`src/rtl/iv_port_pkg.sv`:
```
// Shared constants and types for the IV-bus peripheral bank.
// Status bit positions and the strobe sequencer state encoding live here.
package iv_port_pkg;

    localparam logic [7:0] IN_BASE        = 8'h80;
    localparam logic [7:0] RDATA_UNMAPPED = 8'hFF;

    localparam int unsigned ST_BUSY = 0;
    localparam int unsigned ST_OVR  = 1;

    typedef enum logic [1:0] {
        IDLE,
        SETUP,
        PULSE,
        HOLD
    } strobe_state_t;

endpackage

```
`src/rtl/iv_port_bank_if.sv`:
```
// IV-bus command/data bundle between the 8X305 side (master) and the bank (slave).
interface iv_port_bank_if;

    logic       sc;
    logic       wc;
    logic       lb;
    logic       rb;
    logic [7:0] iv_wdata;
    logic [7:0] iv_rdata;
    logic       iv_rdata_oe;

    modport master (
        output sc, wc, lb, rb, iv_wdata,
        input  iv_rdata, iv_rdata_oe
    );

    modport slave (
        input  sc, wc, lb, rb, iv_wdata,
        output iv_rdata, iv_rdata_oe
    );

endinterface

```
`src/rtl/iv_strobe_seq.sv`:
```
// Setup/pulse/hold strobe generator with a latched data byte and a sticky overrun flag.
// Each phase length is counted down from (length - 1) so a phase lasts exactly its cycle count.
module iv_strobe_seq
    import iv_port_pkg::*;
#(
    parameter int unsigned STROBE_SETUP = 2,
    parameter int unsigned STROBE_WIDTH = 4,
    parameter int unsigned STROBE_HOLD  = 2
) (
    input  logic       cmd_clk,
    input  logic       rst,
    input  logic       trigger,
    input  logic [7:0] trigger_data,
    input  logic       status_clear,
    output logic       strobe,
    output logic       busy,
    output logic       overrun,
    output logic [7:0] strobe_data
);

    localparam int unsigned MAX_SW  = (STROBE_SETUP > STROBE_WIDTH) ? STROBE_SETUP : STROBE_WIDTH;
    localparam int unsigned CNT_MAX = (MAX_SW > STROBE_HOLD) ? MAX_SW : STROBE_HOLD;
    localparam int unsigned CNT_W   = $clog2(CNT_MAX + 1);

    strobe_state_t    state_q, state_d;
    logic [CNT_W-1:0] cnt_q, cnt_d;
    logic [7:0]       data_q, data_d;
    logic             ovr_q, ovr_d;

    always_ff @(posedge cmd_clk) begin
        if (rst) begin
            state_q <= IDLE;
            cnt_q   <= '0;
            data_q  <= 8'h00;
            ovr_q   <= 1'b0;
        end else begin
            state_q <= state_d;
            cnt_q   <= cnt_d;
            data_q  <= data_d;
            ovr_q   <= ovr_d;
        end
    end

    always_comb begin
        state_d = state_q;
        cnt_d   = cnt_q;
        data_d  = data_q;
        ovr_d   = ovr_q;
        if (status_clear) ovr_d = 1'b0;

        unique case (state_q)
            IDLE: begin
                if (trigger) begin
                    state_d = SETUP;
                    cnt_d   = CNT_W'(STROBE_SETUP - 1);
                    data_d  = trigger_data;
                end
            end
            SETUP: begin
                if (cnt_q == '0) begin
                    state_d = PULSE;
                    cnt_d   = CNT_W'(STROBE_WIDTH - 1);
                end else begin
                    cnt_d = cnt_q - 1'b1;
                end
            end
            PULSE: begin
                if (cnt_q == '0) begin
                    state_d = HOLD;
                    cnt_d   = CNT_W'(STROBE_HOLD - 1);
                end else begin
                    cnt_d = cnt_q - 1'b1;
                end
            end
            HOLD: begin
                if (cnt_q == '0) begin
                    state_d = IDLE;
                end else begin
                    cnt_d = cnt_q - 1'b1;
                end
            end
            default: state_d = IDLE;
        endcase

        // A dropped trigger outranks a same-cycle status clear.
        if (trigger && (state_q != IDLE)) ovr_d = 1'b1;
    end

    assign strobe      = (state_q == PULSE);
    assign busy        = (state_q != IDLE);
    assign overrun     = ovr_q;
    assign strobe_data = data_q;

endmodule

```
`src/rtl/iv_port_bank.sv`:
```
// IV-bus peripheral bank: address latch, left-bank RAM, right-bank output/input ports.
// Define IV_PORT_STROBE_EN to build the hardware strobe sequencer behind address NUM_OUT.
module iv_port_bank
    import iv_port_pkg::*;
#(
    parameter int unsigned RAM_DEPTH    = 256,
    parameter int unsigned NUM_OUT      = 4,
    parameter int unsigned NUM_IN       = 2,
    parameter int unsigned STROBE_SETUP = 2,
    parameter int unsigned STROBE_WIDTH = 4,
    parameter int unsigned STROBE_HOLD  = 2
) (
    input  logic                  cmd_clk,
    input  logic                  rst,
    iv_port_bank_if.slave         bus,
    input  logic [8*NUM_IN-1:0]   in_port,
    output logic [8*NUM_OUT-1:0]  out_port,
    output logic [7:0]            strobe_data,
    output logic                  strobe,
    output logic                  strobe_busy,
    output logic [7:0]            addr
);

    localparam int unsigned RAM_AW = (RAM_DEPTH > 1) ? $clog2(RAM_DEPTH) : 1;

    if (RAM_DEPTH < 2 || RAM_DEPTH > 256 || (RAM_DEPTH & (RAM_DEPTH - 1)) != 0 ||
        NUM_OUT < 1 || NUM_OUT > 8 || NUM_IN < 1 || NUM_IN > 8 ||
        STROBE_SETUP < 1 || STROBE_WIDTH < 1 || STROBE_HOLD < 1) begin : g_bad_cfg
        $error("iv_port_bank: illegal parameter set");
    end

    logic                wc_q;
    logic [7:0]          addr_q;
    logic [7:0]          out_q [NUM_OUT];
    logic [8*NUM_IN-1:0] sync1_q, sync2_q;
    logic [7:0]          ram [RAM_DEPTH];
    logic [7:0]          rdata_q, rdata_d;
    logic                oe_q;
    logic                overrun;
    logic [7:0]          status;

    logic wr_fire, rd_fire, rb_sel, st_sel;

    // sc wins over wc; wc_q resets high so a held wc cannot write on reset release.
    assign wr_fire = bus.wc & ~wc_q & ~bus.sc;
    assign rd_fire = (bus.lb | bus.rb) & ~bus.sc & ~bus.wc;
    assign rb_sel  = bus.rb & ~bus.lb;
    assign st_sel  = rb_sel & (addr_q == 8'(NUM_OUT));

    always_ff @(posedge cmd_clk) begin
        if (rst) begin
            wc_q    <= 1'b1;
            addr_q  <= 8'hFF;
            for (int i = 0; i < NUM_OUT; i++) out_q[i] <= 8'h00;
            sync1_q <= '0;
            sync2_q <= '0;
            rdata_q <= RDATA_UNMAPPED;
            oe_q    <= 1'b0;
        end else begin
            wc_q <= bus.wc;
            if (bus.sc) addr_q <= bus.iv_wdata;
            if (wr_fire && rb_sel) begin
                for (int i = 0; i < NUM_OUT; i++) begin
                    if (addr_q == 8'(i)) out_q[i] <= bus.iv_wdata;
                end
            end
            sync1_q <= in_port;
            sync2_q <= sync1_q;
            rdata_q <= rdata_d;
            oe_q    <= rd_fire;
        end
    end

    always_ff @(posedge cmd_clk) begin
        if (!rst && wr_fire && bus.lb) ram[addr_q[RAM_AW-1:0]] <= bus.iv_wdata;
    end

    always_comb begin
        status          = 8'h00;
        status[ST_BUSY] = strobe_busy;
        status[ST_OVR]  = overrun;
    end

    always_comb begin
        rdata_d = RDATA_UNMAPPED;
        if (rd_fire) begin
            if (bus.lb) begin
                rdata_d = ram[addr_q[RAM_AW-1:0]];
            end else begin
                for (int i = 0; i < NUM_OUT; i++) begin
                    if (addr_q == 8'(i)) rdata_d = out_q[i];
                end
                if (st_sel) rdata_d = status;
                for (int k = 0; k < NUM_IN; k++) begin
                    if (addr_q == IN_BASE + 8'(k)) rdata_d = sync2_q[8*k +: 8];
                end
            end
        end
    end

`ifdef IV_PORT_STROBE_EN
    logic trigger, status_clear;

    assign trigger      = wr_fire & st_sel;
    assign status_clear = rd_fire & st_sel;

    iv_strobe_seq #(
        .STROBE_SETUP (STROBE_SETUP),
        .STROBE_WIDTH (STROBE_WIDTH),
        .STROBE_HOLD  (STROBE_HOLD)
    ) u_strobe_seq (
        .cmd_clk      (cmd_clk),
        .rst          (rst),
        .trigger      (trigger),
        .trigger_data (bus.iv_wdata),
        .status_clear (status_clear),
        .strobe       (strobe),
        .busy         (strobe_busy),
        .overrun      (overrun),
        .strobe_data  (strobe_data)
    );
`else
    assign strobe      = 1'b0;
    assign strobe_busy = 1'b0;
    assign overrun     = 1'b0;
    assign strobe_data = 8'h00;
`endif

    for (genvar g = 0; g < NUM_OUT; g++) begin : g_out
        assign out_port[8*g +: 8] = out_q[g];
    end

    assign addr            = addr_q;
    assign bus.iv_rdata    = rdata_q;
    assign bus.iv_rdata_oe = oe_q;

endmodule

```
`src/flat_wrapper.sv`:
```
// flat-port wrapper written by rule: the top's interface ports become plain ports
module iv_port_bank_flat import iv_port_pkg::*;
#(
    parameter int unsigned RAM_DEPTH    = 256,
    parameter int unsigned NUM_OUT      = 4,
    parameter int unsigned NUM_IN       = 2,
    parameter int unsigned STROBE_SETUP = 2,
    parameter int unsigned STROBE_WIDTH = 4,
    parameter int unsigned STROBE_HOLD  = 2
)
  (cmd_clk, rst, in_port, out_port, strobe_data, strobe, strobe_busy, addr, bus_sc, bus_wc, bus_lb, bus_rb, bus_iv_wdata, bus_iv_rdata, bus_iv_rdata_oe);
  iv_port_bank_if bus_i ();
  input  logic cmd_clk;
  input  logic rst;
  input  logic [8*NUM_IN-1:0] in_port;
  output logic [8*NUM_OUT-1:0] out_port;
  output logic [7:0] strobe_data;
  output logic strobe;
  output logic strobe_busy;
  output logic [7:0] addr;
  input wire logic [$bits(bus_i.sc)-1:0] bus_sc;
  input wire logic [$bits(bus_i.wc)-1:0] bus_wc;
  input wire logic [$bits(bus_i.lb)-1:0] bus_lb;
  input wire logic [$bits(bus_i.rb)-1:0] bus_rb;
  input wire logic [$bits(bus_i.iv_wdata)-1:0] bus_iv_wdata;
  output wire logic [$bits(bus_i.iv_rdata)-1:0] bus_iv_rdata;
  output wire logic [$bits(bus_i.iv_rdata_oe)-1:0] bus_iv_rdata_oe;
  assign bus_i.sc = bus_sc;
  assign bus_i.wc = bus_wc;
  assign bus_i.lb = bus_lb;
  assign bus_i.rb = bus_rb;
  assign bus_i.iv_wdata = bus_iv_wdata;
  assign bus_iv_rdata = bus_i.iv_rdata;
  assign bus_iv_rdata_oe = bus_i.iv_rdata_oe;
  iv_port_bank #(.RAM_DEPTH(RAM_DEPTH), .NUM_OUT(NUM_OUT), .NUM_IN(NUM_IN), .STROBE_SETUP(STROBE_SETUP), .STROBE_WIDTH(STROBE_WIDTH), .STROBE_HOLD(STROBE_HOLD)) u_core (.cmd_clk(cmd_clk), .rst(rst), .bus(bus_i), .in_port(in_port), .out_port(out_port), .strobe_data(strobe_data), .strobe(strobe), .strobe_busy(strobe_busy), .addr(addr));
endmodule
```
`config.mk`:
```
export PLATFORM = sky130hd
export DESIGN_NAME = iv_port_bank_flat
export DESIGN_NICKNAME = d
export VERILOG_FILES = /design/src/rtl/iv_port_pkg.sv /design/src/rtl/iv_port_bank_if.sv /design/src/rtl/iv_strobe_seq.sv /design/src/rtl/iv_port_bank.sv /design/src/flat_wrapper.sv
export SDC_FILE = /design/constraint.sdc
export NUM_CORES = 2
export LEC_CHECK = 0
export CORE_MARGIN = 2
export CORE_UTILIZATION = 50
export CTS_CLUSTER_DIAMETER = 30
export DETAILED_ROUTE_END_ITERATION = 6
export PLACE_DENSITY = 0.75
export SKIP_CTS_REPAIR_TIMING = 1
export SLEW_MARGIN = 20
export SYNTH_ARGS = -nofsm -noshare
export SYNTH_HDL_FRONTEND = slang
export SYNTH_SLANG_ARGS = --single-unit
```
`constraint.sdc`:
```
create_clock -name cmd_clk -period 3.3 [get_ports cmd_clk]
set_input_delay 0.66 -clock cmd_clk [delete_from_list [all_inputs] [get_ports cmd_clk]]
set_output_delay 0.66 -clock cmd_clk [all_outputs]
set_load 0.01 [all_outputs]
```
### Word-level counts from Yosys, hierarchy flattened

Memory sizes are Yosys's and may differ from the RTL's. A register that Yosys moved wholly into a read port is not among the register bits.
Cells that the tools add are included.

| storage, ports and cells | value |
|---|---|
| bits in registers | 50 |
| memory bits (writable) | 2080 |
| input bits | 30 |
| logic and storage cells | 70 |
| memories kept | 2 |

| operators by class | value |
|---|---|
| equal/unequal tests | 6 |
| muxes and demuxes | 34 |
| bitwise logic cells | 16 |
| reduce and logical (&&, ||, !) cells | 6 |

Memory list:

| name | words | bits a word | rd ports | clocked after Yosys merged registers in | wr ports | RTL line | RTL |
|---|---|---|---|---|---|---|---|
| u_core.ram | 256 | 8 | 1 | 1 | 1 | iv_port_bank.sv:36 | `logic [7:0] ram [RAM_DEPTH];` |
| u_core.out_q | 4 | 8 | 4 | 0 | 4 | iv_port_bank.sv:34 | `logic [7:0] out_q [NUM_OUT];` |

Operators with widths:

| operator | number |
|---|---|
| 8-bit 2-to-1 mux | 14 |
| 1-bit 2-to-1 mux | 20 |
| 8-bit by 2-bit equality test with 1-bit output, second input constant | 2 |
| 8-bit equality test, second input constant | 2 |
| 8-bit by 1-bit equality test with 1-bit output, second input constant | 1 |
| 8-bit by 3-bit equality test with 1-bit output, second input constant | 1 |
| 8-bit zero test | 1 |
| 1-bit AND | 6 |
| 1-bit inverter | 5 |
| 1-bit OR | 5 |
| 1-bit logical AND | 3 |
| 2-bit OR reduction | 1 |
| 1-bit zero test | 1 |

### Logic depth before layout (Yosys ltp)

| logic depth | value |
|---|---|
| depth after elaboration | 9 |
| mapped depth | 13 |
| depth with buffers taken out | 7 |

### Least setup slack after synthesis

OpenSTA, ideal clock, no wires.

| path | value |
|---|---|
| path type | input -> register |
| from | in bus_sc |
| to | mem u_core.ram[220][0], enable pin |
| library setup time | 370 ps |
| arrival | 2558 ps |
| path slack | 372 ps |
| stages on the path | 7 |
| path buffers | 2 |
| cell sequence | clkbuf_1 > nor3b_1 > nand3b_1 > nor3_1 > nand3_1 > clkbuf_1 > nor2_1 |

| on the way | value |
|---|---|
| longest elaborated chain between the ends | 6 |

Ends and longest elaborated chain:

| element | RTL line | RTL |
|---|---|---|
| from (decl) | flat_wrapper.sv:21 | `input wire logic [$bits(bus_i.sc)-1:0] bus_sc;` |
| 1-bit inverter | iv_port_bank.sv:45 | `assign wr_fire = bus.wc & ~wc_q & ~bus.sc;` |
| 1-bit AND | iv_port_bank.sv:45 |  |
| 1-bit logical AND (2 in series) | iv_port_bank.sv:75 | `if (!rst && wr_fire && bus.lb) ram[addr_q[RAM_AW-1:0]] <= bus.iv_wdata;` |
| 1-bit 2-to-1 mux | iv_port_bank.sv:75 |  |
| 1-bit 2-to-1 mux (not written as such) | iv_port_bank.sv:75 |  |
| to (decl) | iv_port_bank.sv:36 |  |

Every way passes these cells.

==> summary.md <==
The cell area that synthesis handed to floorplanning was 0.0831 mm2. By count the netlist is led by edfxtp_1 (2080), mux2i_1 (362), mux4_2 (350). The run gives 7455 as the detailed router's first-iteration violation count. The worst register-to-register path ends at u_core.bus.iv_rdata[6]. The worst hold path cell count was 2; the die area was 0.170 mm2. The die width is 412 um. Summed over all failing endpoints, the final setup total negative slack is -0.0514 ns.

The run gives 0.051 as the relative contribution of combinational cells to total power. In this run the worst hold path is classified as input pin to flop. The initial standard-cell utilization of the core was 0.504.

For this run, the leading register cell type out of synthesis is edfxtp_1. The tools report the clock tree root driver cell as clkbuf_16. The layout net count was 4971; the wire length per cell was 30.3 um. The path with the worst hold slack has its endpoint at u_core.sync1_q[9]. The required time reported for the critical path endpoint is 4.15 ns, and the fraction of power spent switching nets is 0.224. The power density over the cells was 672 mW/mm2; the part of the cycle the worst path needs was 1.01. Clock-pin slew was measured on the worst setup and hold paths at 0.06 ns. The average instance in the mapped netlist occupies 19.5 um2. The signal on the critical path passes through buf_4 > and2_1 > buf_4 > a211o_1 > o221ai_1 > nor4_1 > buf_4 > a211o_1. The tools report the overall routed net length as 224000 um. The total track usage came out at 0.263. Grouping stages by cell kind, the critical path spends the most delay in simple AND/OR/NAND/NOR gates. The setup check on the worst reg-to-reg path leaves a slack of -0.03 ns. The routed design could run at a clock period as short as 3.33 ns. The tools report the total number of yosys warnings as 0. The post-detailed-route via-to-cell ratio works out to 6.38. Routability-driven placement finished with a final weighted congestion of 0.892. The final worst slack is -0.0344 ns, and the total overflow reported by the global router is 0. The proportion of power drawn by the clock network was 0.508. Entering global routing, the biggest net connects 113 pins. In this run the deepest clock path goes through 4 buffers.

CTS saw 2138 sinks. The minimum hold slack was 0.288 ns. The sequential cell area fraction in the yosys report came out at 0.765. Together, buffers and inverters on the worst path number 3. STA classifies the critical path endpoint as a flop.

The floorplan has 149 rows. Critical-path cell with the highest stage delay: dfxtp_4. The hold path startpoint was in_port[9].

Worst reg2reg path depth: 8. The most common cell in the synthesized netlist is edfxtp_1. For this design the static power due to leakage is 0.0351 uW. The worst setup path is of the flop to flop kind.

CTS built an H-tree with a depth of 5. Input and output buffers added on the ports amount to 78. Switching power: 15200 uW. STA classifies the critical path startpoint as a flop. VDD sags by at most 620 uV. TritonCTS built the clock tree.

The die is 412 um tall. The dominant cell type by area after synthesis is edfxtp_1. The tools report the count of nets left with antenna violations after detail routing as 0. Routed via count: 47.1k.

The post-route DRC violation count was 1. After synthesis, the cell types taking the most area are edfxtp_1 (75%), mux4_2 (9.5%), mux2i_1 (4.4%). The logs give 47.3k for the number of global-route vias before repair and 4.18 ns for the critical path data arrival time. Yosys mapped the design onto 57 distinct sky130hd cell types. The cell count after synthesis came out at 4253. For the latest clock arrival within the worst-skew pair, the log shows 0.94 ns. The portion of synthesized cell area occupied by the leading cell type was 0.751; the power share of the sequential group was 0.441. In this run, CTS created clock tree buffers numbering 327. Summing internal, switching and leakage power gives 67800 uW. Max-cap violations in this run came to 0. The internal power contribution is 52600 uW.

The run finished, with violations left. The share of cells above drive strength 1 came out at 0.285. The fill cell instance count of the final layout came out at 10.8k.

The final reports fail on design-rule violations, negative setup slack. The tools report the highest clock rate as 300 MHz. The synthesized design contains 2080 enable-type register cells. The count of state elements after synthesis was 2138; the I/O pin count was 89. The slew at the pin closest to its max-slew limit was 1.12 ns.

The largest fanout of any net on the critical path is 27, and the initial antenna violation count is 12. The detailed-placement wirelength estimate was 133000 um. Post-synthesis async set-or-reset flop share: 0.

Compared with the post-synthesis result, the final layout area differs by 21.4%. The headroom to the max-slew limit is 0.250, and the post-route clock skew is 0.0600 ns. Number of pins exceeding their max-slew limit in the final report: 0.

Hold violation total from the final report: 0. First-pass iteration count of the detailed router: 7. The final number of setup-violating endpoints is 3, and the global-route wire length before repair is 324000 um. The stage delay of the slowest cell on the critical path was 0.66 ns; the core box area was 0.165 mm2. The cell occurring most often along the worst timing path was buf_4.
## placed cells by master, fill, tap and decap left out, drive strengths merged, types with 4 or more instances in the layout
| master | synthesis | layout |
|---|---|---|
| o221ai | 74 | 74 |
| dfxtp | 58 | 58 |
| nand3 | 19 | 19 |
| o31ai | 4 | 4 |
| and2 | 35 | 35 |
| nor2b | 53 | 53 |
| o22ai | 125 | 125 |
| mux4 | 350 | 350 |
| nand2 | 175 | 175 |
| clkinvlp | 0 | 29 |
| clkdlybuf4s50 | 0 | 69 |
| a31oi | 7 | 7 |
| mux2i | 362 | 362 |
| nand2b | 7 | 7 |
| inv | 3 | 73 |
| nor4 | 15 | 15 |
| o31a | 4 | 4 |
| or2 | 5 | 5 |
| bufinv | 0 | 34 |
| nand3b | 5 | 5 |
| a211oi | 43 | 43 |
| edfxtp | 2080 | 2080 |
| o2111ai | 6 | 6 |
| nand4 | 5 | 5 |
| conb | 1 | 10 |
| buf | 169 | 541 |
| clkinv | 0 | 91 |
| a221oi | 4 | 4 |
| nor3 | 11 | 11 |
| a211o | 29 | 29 |
| a2111oi | 29 | 29 |
| a21boi | 5 | 5 |
| a22oi | 35 | 35 |
| o211ai | 9 | 9 |
| clkbuf | 99 | 366 |
| a21oi | 76 | 76 |
| nor2 | 306 | 306 |
| o21ai | 24 | 24 |
## metal layers
layer	track usage	part of all wire	vias up
met5	0	0.00039	-
met4	0.118	0.047	10
met3	0.0674	0.12	611
met2	0.405	0.47	3727
met1	0.356	0.36	23909
li1	-	-	18860
## worst max-delay path by stage
stage,endpoint,cells past startpoint,start
floorplan,u_core.ram[220][0],7,bus_sc
global placement,u_core.bus.iv_rdata[7],9,flop
detailed placement,u_core.bus.iv_rdata[7],9,flop
CTS,u_core.bus.iv_rdata[7],9,flop
global route,u_core.bus.iv_rdata[7],9,flop
finish,u_core.bus.iv_rdata[6],8,flop
## through the flow
stage          instances  setup WS, ns  instance area [um2]  utilization
3_3_place_gp        6801        -0.597                89800        0.544
2_1_floorplan       4262         0.372                83200            -
6_report            7385       -0.0344               101000        0.612
5_1_grt             7383       -0.0130               101000        0.612
3_5_place_dp        6801        -0.648                89800        0.544
4_1_cts             7383        -0.676               101000        0.611
## registers in the layout, indices dropped and copies added (netlist names), named ones only
signal and count:
u_core.ram 2048, u_core.out_q 32, u_core.sync1_q 16, u_core.sync2_q 16
u_core.addr 8, u_core.bus.iv_rdata 8, u_core.bus.iv_rdata_oe 1, u_core.wc_q 1
## cells by family after synthesis
family	share of synthesized area
compound gates	0.0411
buf+inv	0.0209
flops	0.765
mux	0.139
other cells	0.0000451
simple gates	0.0339
## power groups by stage
| stage | clock network [uW] | registers (uW) | logic [uW] |
|---|---|---|---|
| after floorplan | 0 | 30400 | 1890 |
| after global placement | 0 | 30500 | 3300 |
| after detailed placement | 0 | 30500 | 3350 |
| after CTS | 34600 | 29900 | 3400 |
| after global routing | 35800 | 29900 | 3600 |
| final | 34400 | 29900 | 3460 |
## area by class of cell
| type | instances | area (um2) | share of cell area |
|---|---|---|---|
| diodes | 2 | 5.00 | 0.0000496 |
| inverters | 3 | 12.5 | 0.000124 |
| clock inverters | 224 | 2580 | 0.0256 |
| clock buffers | 358 | 8460 | 0.0838 |
| repair buffers | 618 | 5540 | 0.0549 |
| flip-flops and latches | 2138 | 63600 | 0.631 |
| multi-input cells | 1853 | 17900 | 0.178 |
| well taps | 2189 | 2740 | 0.0271 |
## worst reg2reg max path: stages, from the launching register on
cell and delay [ns]:
dfxtp_4 0.66, buf_4 0.47, and2_1 0.61, buf_4 0.29, a211o_1 0.21, o221ai_1 0.19, nor4_1 0.47, buf_4 0.24
a211o_1 0.13
Note: power is estimated with default switching activity, not from simulation.
